**config.mk**
```make
export PLATFORM = sky130hd
export DESIGN_NAME = fifo_write_arbiter
export DESIGN_NICKNAME = d
export VERILOG_FILES = /design/src/rtl/fifo_write_arbiter.sv
export SDC_FILE = /design/constraint.sdc
export NUM_CORES = 1
export LEC_CHECK = 0
export ABC_AREA = 1
export CAP_MARGIN = 20
export CORE_AREA = 2 2 67 101
export CTS_CLUSTER_SIZE = 28
export DETAILED_ROUTE_END_ITERATION = 10
export DIE_AREA = 0 0 69 103
export GPL_ROUTABILITY_DRIVEN = 0
export HOLD_SLACK_MARGIN = 0.03
export PLACE_DENSITY = 0.82
export SYNTH_ARGS = -nofsm -noshare
export SYNTH_HDL_FRONTEND = slang
export SYNTH_SLANG_ARGS = --single-unit
```
**constraint.sdc**
```tcl
create_clock -name clk_tx -period 2 [get_ports clk_tx]
set_clock_uncertainty 0.15 [all_clocks]
set_input_delay 0.4 -clock clk_tx [delete_from_list [all_inputs] [get_ports clk_tx]]
set_output_delay 0.4 -clock clk_tx [all_outputs]
set_load 0.005 [all_outputs]
```
**src/rtl/fifo_write_arbiter.sv**
```systemverilog
// Round-robin arbiter sharing one async-FIFO write port among NUM_REQ requesters.
// Define FIFO_WR_ARB_STATS_EN to add saturating per-requester grant counters (grant_count).
module fifo_write_arbiter #(
    parameter int NUM_REQ    = 4,
    parameter int DATA_WIDTH = 32,
    parameter int MAX_BURST  = 4,
    parameter int CNT_WIDTH  = 16
) (
    input  logic                          clk_tx,
    input  logic                          rst_tx,
    input  logic [NUM_REQ-1:0]            req_valid,
    input  logic [NUM_REQ*DATA_WIDTH-1:0] req_data,
    output logic [NUM_REQ-1:0]            req_ready,
    input  logic                          fifo_full,
    output logic                          fifo_push,
    output logic [DATA_WIDTH-1:0]         fifo_wdata,
    output logic [$clog2(NUM_REQ)-1:0]    grant_id,
    output logic                          busy
`ifdef FIFO_WR_ARB_STATS_EN
    ,
    output logic [NUM_REQ*CNT_WIDTH-1:0]  grant_count
`endif
);

    localparam int IW = $clog2(NUM_REQ);
    localparam int BW = $clog2(MAX_BURST + 1);
    localparam logic [BW-1:0] LAST_BEAT = BW'(MAX_BURST - 1);
    localparam logic [IW-1:0] LAST_REQ  = IW'(NUM_REQ - 1);

    typedef enum logic {IDLE, BURST} state_e;

    state_e          state_q, state_d;
    logic [IW-1:0]   rr_ptr_q, rr_ptr_d;
    logic [IW-1:0]   owner_q, owner_d;
    logic [BW-1:0]   beat_cnt_q, beat_cnt_d;
    logic [IW-1:0]   pick, next_ptr;
    logic [IW:0]     scan;
    logic            any_valid, grant_start, owner_valid;
    logic [DATA_WIDTH-1:0] owner_data;

    assign owner_valid = req_valid[owner_q];
    assign owner_data  = req_data[owner_q*DATA_WIDTH +: DATA_WIDTH];
    assign next_ptr    = (owner_q == LAST_REQ) ? '0 : owner_q + 1'b1;
    assign busy        = (state_q == BURST);
    assign grant_id    = owner_q;

    // Scan rr_ptr, rr_ptr+1, ... with an extra bit so the wrap works for any NUM_REQ.
    always_comb begin
        pick      = '0;
        any_valid = 1'b0;
        scan      = '0;
        for (int k = 0; k < NUM_REQ; k++) begin
            scan = {1'b0, rr_ptr_q} + (IW+1)'(k);
            if (scan >= (IW+1)'(NUM_REQ)) scan = scan - (IW+1)'(NUM_REQ);
            if (!any_valid && req_valid[scan[IW-1:0]]) begin
                any_valid = 1'b1;
                pick      = scan[IW-1:0];
            end
        end
    end

    always_comb begin
        state_d     = state_q;
        rr_ptr_d    = rr_ptr_q;
        owner_d     = owner_q;
        beat_cnt_d  = beat_cnt_q;
        grant_start = 1'b0;
        req_ready   = '0;
        fifo_push   = 1'b0;
        fifo_wdata  = '0;
        case (state_q)
            IDLE: begin
                if (any_valid) begin
                    owner_d     = pick;
                    beat_cnt_d  = '0;
                    state_d     = BURST;
                    grant_start = 1'b1;
                end
            end
            BURST: begin
                req_ready[owner_q] = ~fifo_full;
                if (!owner_valid) begin
                    state_d  = IDLE;
                    rr_ptr_d = next_ptr;
                end else if (!fifo_full) begin
                    // A full FIFO simply stalls here; the grant is held without a timeout.
                    fifo_push  = 1'b1;
                    fifo_wdata = owner_data;
                    beat_cnt_d = beat_cnt_q + 1'b1;
                    if (beat_cnt_q == LAST_BEAT) begin
                        state_d  = IDLE;
                        rr_ptr_d = next_ptr;
                    end
                end
            end
            default: state_d = IDLE;
        endcase
    end

    always_ff @(posedge clk_tx or posedge rst_tx) begin
        if (rst_tx) begin
            state_q    <= IDLE;
            rr_ptr_q   <= '0;
            owner_q    <= '0;
            beat_cnt_q <= '0;
        end else begin
            state_q    <= state_d;
            rr_ptr_q   <= rr_ptr_d;
            owner_q    <= owner_d;
            beat_cnt_q <= beat_cnt_d;
        end
    end

`ifdef FIFO_WR_ARB_STATS_EN
    logic [NUM_REQ-1:0][CNT_WIDTH-1:0] cnt_q;

    assign grant_count = cnt_q;

    always_ff @(posedge clk_tx or posedge rst_tx) begin
        if (rst_tx) begin
            cnt_q <= '0;
        end else begin
            for (int i = 0; i < NUM_REQ; i++) begin
                if (grant_start && pick == IW'(i) && cnt_q[i] != '1)
                    cnt_q[i] <= cnt_q[i] + 1'b1;
            end
        end
    end
`endif

endmodule
```
# Yosys cells after proc, flatten, opt, wreduce, memory -nomap -nowiden
# Index checks and enable logic that the tools add are counted.
# W data, S select, Z words.
# totals
ff_bits	8
input_bits	135
output_inout_bits	40
wordCells	88
# op_classes
n_addsub	9
order_cmp	10
eq_ne	7
n_shift	1
n_mux	44
bitwise	3
reduce_logical	10
# op_table
operator	n
$shiftx A128 B8 Y32	1
$mux W32	3
$mux W2	12
$mux W1	17
$lt A2 B3 Y1 const B	5
$bmux W1 S2	5
$ge A3 B3 Y1 const B	3
$mux W3	3
$sub A2 B1 Y2 const B	4
$add A2 B2 Y3 const B	2
$ne A2 B2 Y1 const B	3
$pmux W3 S2	1
$reduce_and A3 Y1	2
$and A4 B4 Y4	1
$logic_and A1 B1 Y1	4
$mux W4	1
$ne A2 B1 Y1 const B	2
$add A2 B1 Y3 const B	1
$add A3 B1 Y3 const B	1
$eq A3 B2 Y1 const B	1
$ge A2 B3 Y1 const B	1
$logic_not A1 Y1	3
$add A2 B1 Y2 const B	1
$demux W1 S2	1
5 further kinds	6

# Longest topological paths before layout
# Gate-level depths: netlist (run 1).
# depth
ltp_word	16
mapped_depth	12

# Worst setup path after synthesis (run 1)
# No wires, ideal clock.
# synth_timing
path_type	register -> output
start	reg owner_q[0], in the netlist grant_id[0]
end	out fifo_wdata[11]
t_arrival_ns	1.355
path_slack_ns	0.095
stages_incl_launch_ff	12
path_cell_list	dfrtp_1 > buf_6 > inv_4 > buf_6 > nand2_1 > nand2_1 > nand2_1 > o21ai_2 > nand2_2 > buf_6 > buf_6 > a21oi_2
# synth_between
elab_chain_cells	4
elab_cells_between_ends	6
classes_between	shift: 1; mux: 5
# synth_rtl
element	line_no	text
start, declared	34	logic [IW-1:0] owner_q, owner_d;
start signal, assigned	109	owner_q <= owner_d;
$shiftx A128 B8 Y32 or $bmux W1 S2 (tied branches)	42, 41	
$mux W32 or $mux W1 (tied branches)	85, 41	
$mux W32 (*)	82	if (!owner_valid) begin
$mux W32 (*)	71	case (state_q)
end, declared	16	output logic [DATA_WIDTH-1:0] fifo_wdata,
# Every way passes the cells marked *; elsewhere a longest branch is shown, timed or not. The select of a mux whose other input is x is not followed.

# Final worst setup path (run 1)
# layout_timing
start	reg owner_q[0], in the netlist grant_id[0]
end	out fifo_wdata[17]
# The elaborated chain is that of the path after synthesis.

==> results of run 1 <==
==> registers in the layout, summed over array words and instances (netlist names) <==
name	count
beat_cnt_q	3
grant_id	2
rr_ptr_q	2
busy	1
==> power by group through the flow <==
stage	logic (uW)	registers, uW	clock network, uW
3_3_place_gp	3510	339	0
3_5_place_dp	3580	344	0
2_1_floorplan	2160	303	0
6_report	4960	353	218
4_1_cts	4310	349	215
5_1_grt	5350	363	224
==> final timing paths <==
kind	end	slack [ns]
min in group clk_tx	beat_cnt_q[1]	0.37
max in group asynchronous	grant_id[0]	1.19
min	busy	0.26
min reg2reg	beat_cnt_q[1]	0.37
max reg2reg	beat_cnt_q[0]	0.19
max	fifo_wdata[17]	-0.27
==> layout make-up <==
class | count | area (um^2) | share of cell area, %
Sequential cell | 8 | 203 | 4.45
Inverter | 16 | 70.1 | 1.54
Clock buffer | 4 | 45.0 | 0.990
Tap cell | 76 | 95.1 | 2.09
Timing Repair Buffer | 238 | 2350 | 51.6
Multi-Input combinational cell | 324 | 1790 | 39.3
==> stage by stage <==
step                setup WS [ns]  power (uW)  instance area [um^2]  instances
floorplan                  0.0953        2470                  1960        375
global placement           -0.666        3840                  3930        624
detailed placement         -0.720        3920                  3930        624
CTS                        -0.271        4880                  4260        654
global route               -0.352        5940                  4550        666
finish                     -0.275        5530                  4550        666
==> per-layer routing <==
layer	vias to the layer above	GRT usage [%]	wire, um
li1	1648	-	-
met1	1540	27.2	3730
met2	177	47.6	5510
met3	53	4.50	612
met4	0	10.4	488
met5	-	0	0
==> cells in the mapped netlist, drive strengths merged <==
cell type,instances
clkbuf,14
clkinv,1
o31ai,1
buf,13
inv,15
dfrtp,8
nor2,137
ha,6
nand4,1
nand3,11
o21ai,71
nand2,63
a21oi,34
==> timing repair <==
item | CTS | global route
setup buffers | 22 | 14
pin swaps | 5 | 17
resized for setup | 207 | 89
cloned | 4 | 4
setup endpoints to repair | 37 | 41
==> cell families after synthesis <==
kind of cell | count (synthesis) | synth area share [%]
and+or+nand+nor | 212 | 43.8
adders and majority gates | 6 | 3.83
AOI/OAI and AO/OA | 106 | 31.2
DFF | 8 | 10.2
buffers and inverters | 43 | 10.9
==> run metrics, run 1 <==
slowest CP cell dfrtp_2; Lkg Pwr just over 0.002 uW; worst r2r src grant_id[0]; Synth-to-Final Area Change 132%; Crit path depth 7; Rel. slew slack between 70% and 80%; Die Footprint 0.00711 mm^2; final routed DRC violation total 0; Worst EP required ~1.5 ns; vias in the first global route about 3100; Mapped Nets 516; via count ~3400; Setup crit start grant_id[0]; Synth warnings 0; Worst-Skew Late Latency ~0.24 ns; # IOs approximately 180; Final nets about 730; most used cell, CP buf_4; ranking of synthesized cells by area nor2_1 26%, o21ai_0 17%, nand2_1 11%; Startpoint Class flip-flop; max-slew violations 0; Final min period 2.27 ns; failing checks negative setup slack; Iteration-0 DRC Markers between 150 and 200; clock tree buffer depth 2; initial cell density of the core between 30% and 40%; Detailed Route WL just over 10 mm; critical-path cell list inv_4, buf_4, buf_12, buf_4, o21ai_0, a21oi_4, buf_2; Hold Buf Count CTS 0; Max IR drop VDD about 820 uV; commonest non-fill, non-tap cell in the layout clkdlybuf4s50_1; CP max stage delay between 0.4 and 0.5 ns; worst-margin pin slew 0.337 ns; pwr dens ~1200 mW/mm^2; final critical-path share of the clock period 114%; first-pass GRT wire length 14.5 mm; cell family with most CP delay buffers and inverters; Syn Inst Count about 380; Final setup viols 36; status finished with violations; H-Tree Depth 1; worst path buffer plus inverter count 5; CP Capture Type output port; Inserted Clock Buffers 3; Core ar. 0.00631 mm^2; Hold Path Class in -> async; Yosys reg bits 8; reg2reg path depth 12; Final TNS setup -6.77 ns; antenna cells 0; fmax 0.440 GHz; Yosys top cell by area nor2_1; layout cell share with drive strength beyond 1 32.7%; post-DR wirelength/cell between 15 and 20 um; Worst Path Max Fanout 6; Detailed Place HPWL 6.78 mm; Worst EP arrival around 1.7 ns; GRT overflow 0; CTS tree yes; synth unique cells 24; sequential-to-total area share from yosys stat between 10% and 20%; antenna viol nets, final 0; count of input and output buffers 174; DIE WIDTH around 69 um; sequential fraction of design power between 6 and 7%; Setup CP Type reg -> out; CTS root buffer clkbuf_8; initial antenna violation count 0; largest net degree at the start of global routing 29; max_cap viols 0; Num Clock Sinks 8; # rows 36; final hold slack 0.256 ns; Mapped Area around 0.002 mm^2; Int Pwr 2820 uW; most frequent cells in the layout 132 x clkdlybuf4s50_1, 112 x nor2_1, 53 x nand2_1; drt first pass iters 5; Worst Slack Setup Final -0.275 ns; Layout fillers 492; Die Y 103 um; Comb power frac between 80 and 90%; RSZ-0062 raised after global routing yes; Worst-path clk slew around 0.05 ns; top cell type's share of synthesized area between 20% and 30%; Clk pwr share 3.9%; final cell utilization of the core between 70% and 80%; Sw Pwr about 2700 uW; Syn Area/Cell 5.22 um^2; Sw Share around half; GRT Util Overall 25.0%; endpoints failing hold 0; post-DR vias/cell 5.13
(Power assumes the default switching activity.)
==> run 2: changes to the inputs <==
--- a/config.mk
+++ b/config.mk
@@ -8,6 +8,7 @@
 export ABC_AREA = 1
 export CAP_MARGIN = 20
 export CORE_AREA = 2 2 67 101
+export CTS_CLUSTER_DIAMETER = 40
 export CTS_CLUSTER_SIZE = 28
 export DETAILED_ROUTE_END_ITERATION = 10
 export DIE_AREA = 0 0 69 103
==> results of run 2 <==
No change in the layout: final DEF, timing and power equal those of run 1.
==> run 3: changes to the inputs <==
--- a/config.mk
+++ b/config.mk
@@ -6,7 +6,6 @@
 export NUM_CORES = 1
 export LEC_CHECK = 0
 export ABC_AREA = 1
-export CAP_MARGIN = 20
 export CORE_AREA = 2 2 67 101
 export CTS_CLUSTER_DIAMETER = 40
 export CTS_CLUSTER_SIZE = 28
==> results of run 3 <==
No change in the layout: final DEF, timing and power equal those of run 1.
==> variant 1 (config.mk and constraints of run 1) <==
The option `FIFO_WR_ARB_STATS_EN` is turned on by a define.
--- a/src/rtl/fifo_write_arbiter.sv
+++ b/src/rtl/fifo_write_arbiter.sv
@@ -1,4 +1,6 @@
 // Round-robin arbiter sharing one async-FIFO write port among NUM_REQ requesters.
 // Define FIFO_WR_ARB_STATS_EN to add saturating per-requester grant counters (grant_count).
+`define FIFO_WR_ARB_STATS_EN
+
 module fifo_write_arbiter #(
     parameter int NUM_REQ    = 4,
Check against the original RTL (old outputs only; new: grant_count): equivalent (Yosys induction, for registers that start in step).
==> variant 1 against run 1 <==
- the flow now stops in global placement without I/O
- area after synthesis rose to 3.0 times the old value
==> variant 1: results (changes against run 1) <==
| Metric | Value |
|---|---|
| Status | stopped before the end |
| Post-synthesis sequential area ratio | 0.3072 (+0.2049) |
| Failing step | global placement without I/O |
| Synth Net Count | 1,034 (+100%) |
| Syn Inst Count | 889 (+140%) |
| FF+latch count, synth | 72 (+64) |
| Die X | 69 um (unchanged) |
| Distinct cells, synth | 32 (+33%) |
| Commonest cells in the netlist | nand2_1 (221), nor2_1 (178), dfrtp_1 (72), nand4_1 (72), o21ai_0 (72) |
| Most area-consuming cells after synthesis | dfrtp_1 (31%), nand2_1 (14%), nor2_1 (11%), nand4_1 (7.7%), o21ai_0 (6.1%) |
| Yosys top cell by area | dfrtp_1 |
| Asr flop ratio synth | 1.000 (unchanged) |
| Err | [ERROR GPL-0301] Utilization 110.115 % exceeds 100%. |
| Syn. warnings | 0 (unchanged) |
## variant 1: changes by cell type after synthesis, sizes merged, moves of 10 or more
cell    before  now
inv         15   53
xnor2        0   25
dfrtp        8   72
nand3       11   39
nand2       63  227
nand4        1   74
clkbuf      14   24
xor2         0   30
nor2       137  182
nor3         0   16
## variant 1: cells by family after synthesis
family / count (synthesis) / share of synthesized area
compound gates: 112 / 0.09898
flops: 72 / 0.3072
simple gates: 540 / 0.4151
buf+inv: 100 / 0.07530
fa+ha+maj: 10 / 0.02133
xor+xnor: 55 / 0.08212
==> variant 2 (flow settings as in run 1) <==
Made on the original files. Change the parameter `MAX_BURST` from 4 to 8.
--- a/src/rtl/fifo_write_arbiter.sv
+++ b/src/rtl/fifo_write_arbiter.sv
@@ -4,5 +4,5 @@
     parameter int NUM_REQ    = 4,
     parameter int DATA_WIDTH = 32,
-    parameter int MAX_BURST  = 4,
+    parameter int MAX_BURST  = 8,
     parameter int CNT_WIDTH  = 16
 ) (
Behaviour: not the same (Yosys sat finds a counterexample within 10 cycles, from zero or initial values and one cycle with rst_tx high).
==> variant 2 against run 1 <==
- critical endpoint is now fifo_wdata[12]
- sequential cell count increased by 1
- area after synthesis rose by 4.4%
- the flow still finishes with violations (negative setup slack)
- core utilization down 4.1 points
- total power decreased by 13%
- final area down 5.7%
- setup slack improved by 0.087 ns
- wire length shrank 7.6%
==> variant 2: results (changes against run 1) <==
| Metric | Value |
|---|---|
| Final Routed Wirelength | 9563 um (-7.6%) |
| Max FO, Critical Path | 8 (+2) |
| Final WS setup | -0.1878 ns (+0.08675 ns) |
| Share of layout cells above drive strength 1 | 0.2641 (-0.06306) |
| CP max stage delay | 0.43 ns (-0.02 ns) |
| Iter 0 DRT Violations | 155 (+0.65%) |
| Commonest cells in the netlist | nor2_1 (137), o21ai_0 (67), nand2_1 (60) |
| Worst hold path class | input port to asynchronous set/reset pin |
| Int Power | 2.387 mW (-15%) |
| Leak | 1.921 nW (-5.0%) |
| Setup WS pre-CTS | -0.6638 ns (+0.05661 ns) |
| Routed wire length per instance | 14.42 um (-7.1%) |
| Max FFs per register | 4 (+1) |
| Final layout net count | 728 (-0.55%) |
| Setup TNS | -5.240 ns (+1.528 ns) |
| Worst Tran Pin Value | 0.3721 ns (+0.03548 ns) |
| Dpl cells | 640 (+2.6%) |
| Met2 WL post-DR | 5342 um (-3.1%) |
| N_diodes | 0 (unchanged) |
| Worst reg-to-reg setup slack | 0.16 ns (-0.03 ns) |
| Cells on worst reg2reg path | 11 (-1) |
| Synth Net Count | 525 (+1.7%) |
| Global routing met2 resource utilization | 0.4882 (+0.01183) |
| Met3 global-route usage | 0.02444 (-0.02053) |
| Reg2Reg Launch Point | grant_id[0] |
| # resized after CTS | 171 (-17%) |
| Vias in the first global route | 3,048 (-2.9%) |
| CP Data Arrival Time | 1.64 ns (-0.08 ns) |
| GRT Total Usage | 0.2448 (-0.005531) |
| Post-synthesis sequential area ratio | 0.1102 (+0.007923) |
| Seq power | 0.383 mW (+8.5%) |
| Peak VDD IR | 1030 uV (+26%) |
| Routed via count | 3,331 (-2.5%) |
| # setup viols final | 35 (-2.8%) |
| Syn_area_per_cell | 5.310 sq um (+1.7%) |
| Hpwl dp | 7003 um (+3.3%) |
| Status | finished, violations left |
| Worst reg2reg path endpoint | beat_cnt_q[3] |
| Met3 WL post-DR | 527 um (-14%) |
| Metal1 wirelength | 3442 um (-7.7%) |
| Most area-consuming cells after synthesis | nor2_1 (25%), o21ai_0 (16%), a21oi_2 (13%), dfrtp_1 (11%), nand2_1 (11%) |
| Violated checks | negative setup slack |
| Setup Buffers After CTS | 13 (-41%) |
| First-pass GRT wire length | 14,320 um (-1.3%) |
==> variant 2: cell count changes after synthesis, moves of 2 or more <==
cell	before	now
a21oi_2	20	30
buf_1	0	2
clkbuf_1	14	11
nand3_1	8	15
nand3_2	3	1
nor3_2	0	2
a21oi_1	14	3
inv_2	2	6
nand2_2	6	1
inv_1	12	14
nand2_1	56	60
==> variant 2: worst max path at each step <==
stage | cells past startpoint | slack (ns) | endpoint | from
floorplan | 10 | 0.06 | fifo_wdata[10] | grant_id[0]
global placement | 9 | -0.66 | fifo_wdata[24] | req_valid[1]
detailed placement | 9 | -0.66 | fifo_wdata[24] | req_valid[2]
CTS | 10 | -0.25 | fifo_wdata[11] | grant_id[0]
global route | 9 | -0.25 | fifo_wdata[13] | grant_id[0]
finish | 9 | -0.19 | fifo_wdata[12] | grant_id[0]
==> variant 2: area by class of cell <==
class,instances,area [sq um]
Timing Repair Buffer,224,2131
Sequential cell,9,229.0
Tap cell,76,95.09
Inverter,20,82.58
Clock buffer,4,45.04
Fill cell,522,2013
Multi-Input combinational cell,330,1710
==> variant 2: metrics by stage <==
stage / power, mW / util / area [sq um]
after global placement: 3.891 / 0.6391 / 4030
after detailed placement: 3.958 / 0.6391 / 4030
final: 4.813 / 0.6808 / 4293
after global routing: 5.231 / 0.6808 / 4293
after floorplan: 2.483 / - / 2044
after CTS: 4.660 / 0.6764 / 4265
==> variant 2: cell families (layout without fill, tap and decap cells) <==
logic type | after synthesis | in the layout | share of synthesized area
and+or+nand+nor | 221 | 221 | 0.4394
AOI/OAI and AO/OA | 104 | 104 | 0.3109
buffers and inverters | 46 | 248 | 0.1089
DFF | 9 | 9 | 0.1102
adders and majority gates | 5 | 5 | 0.03060
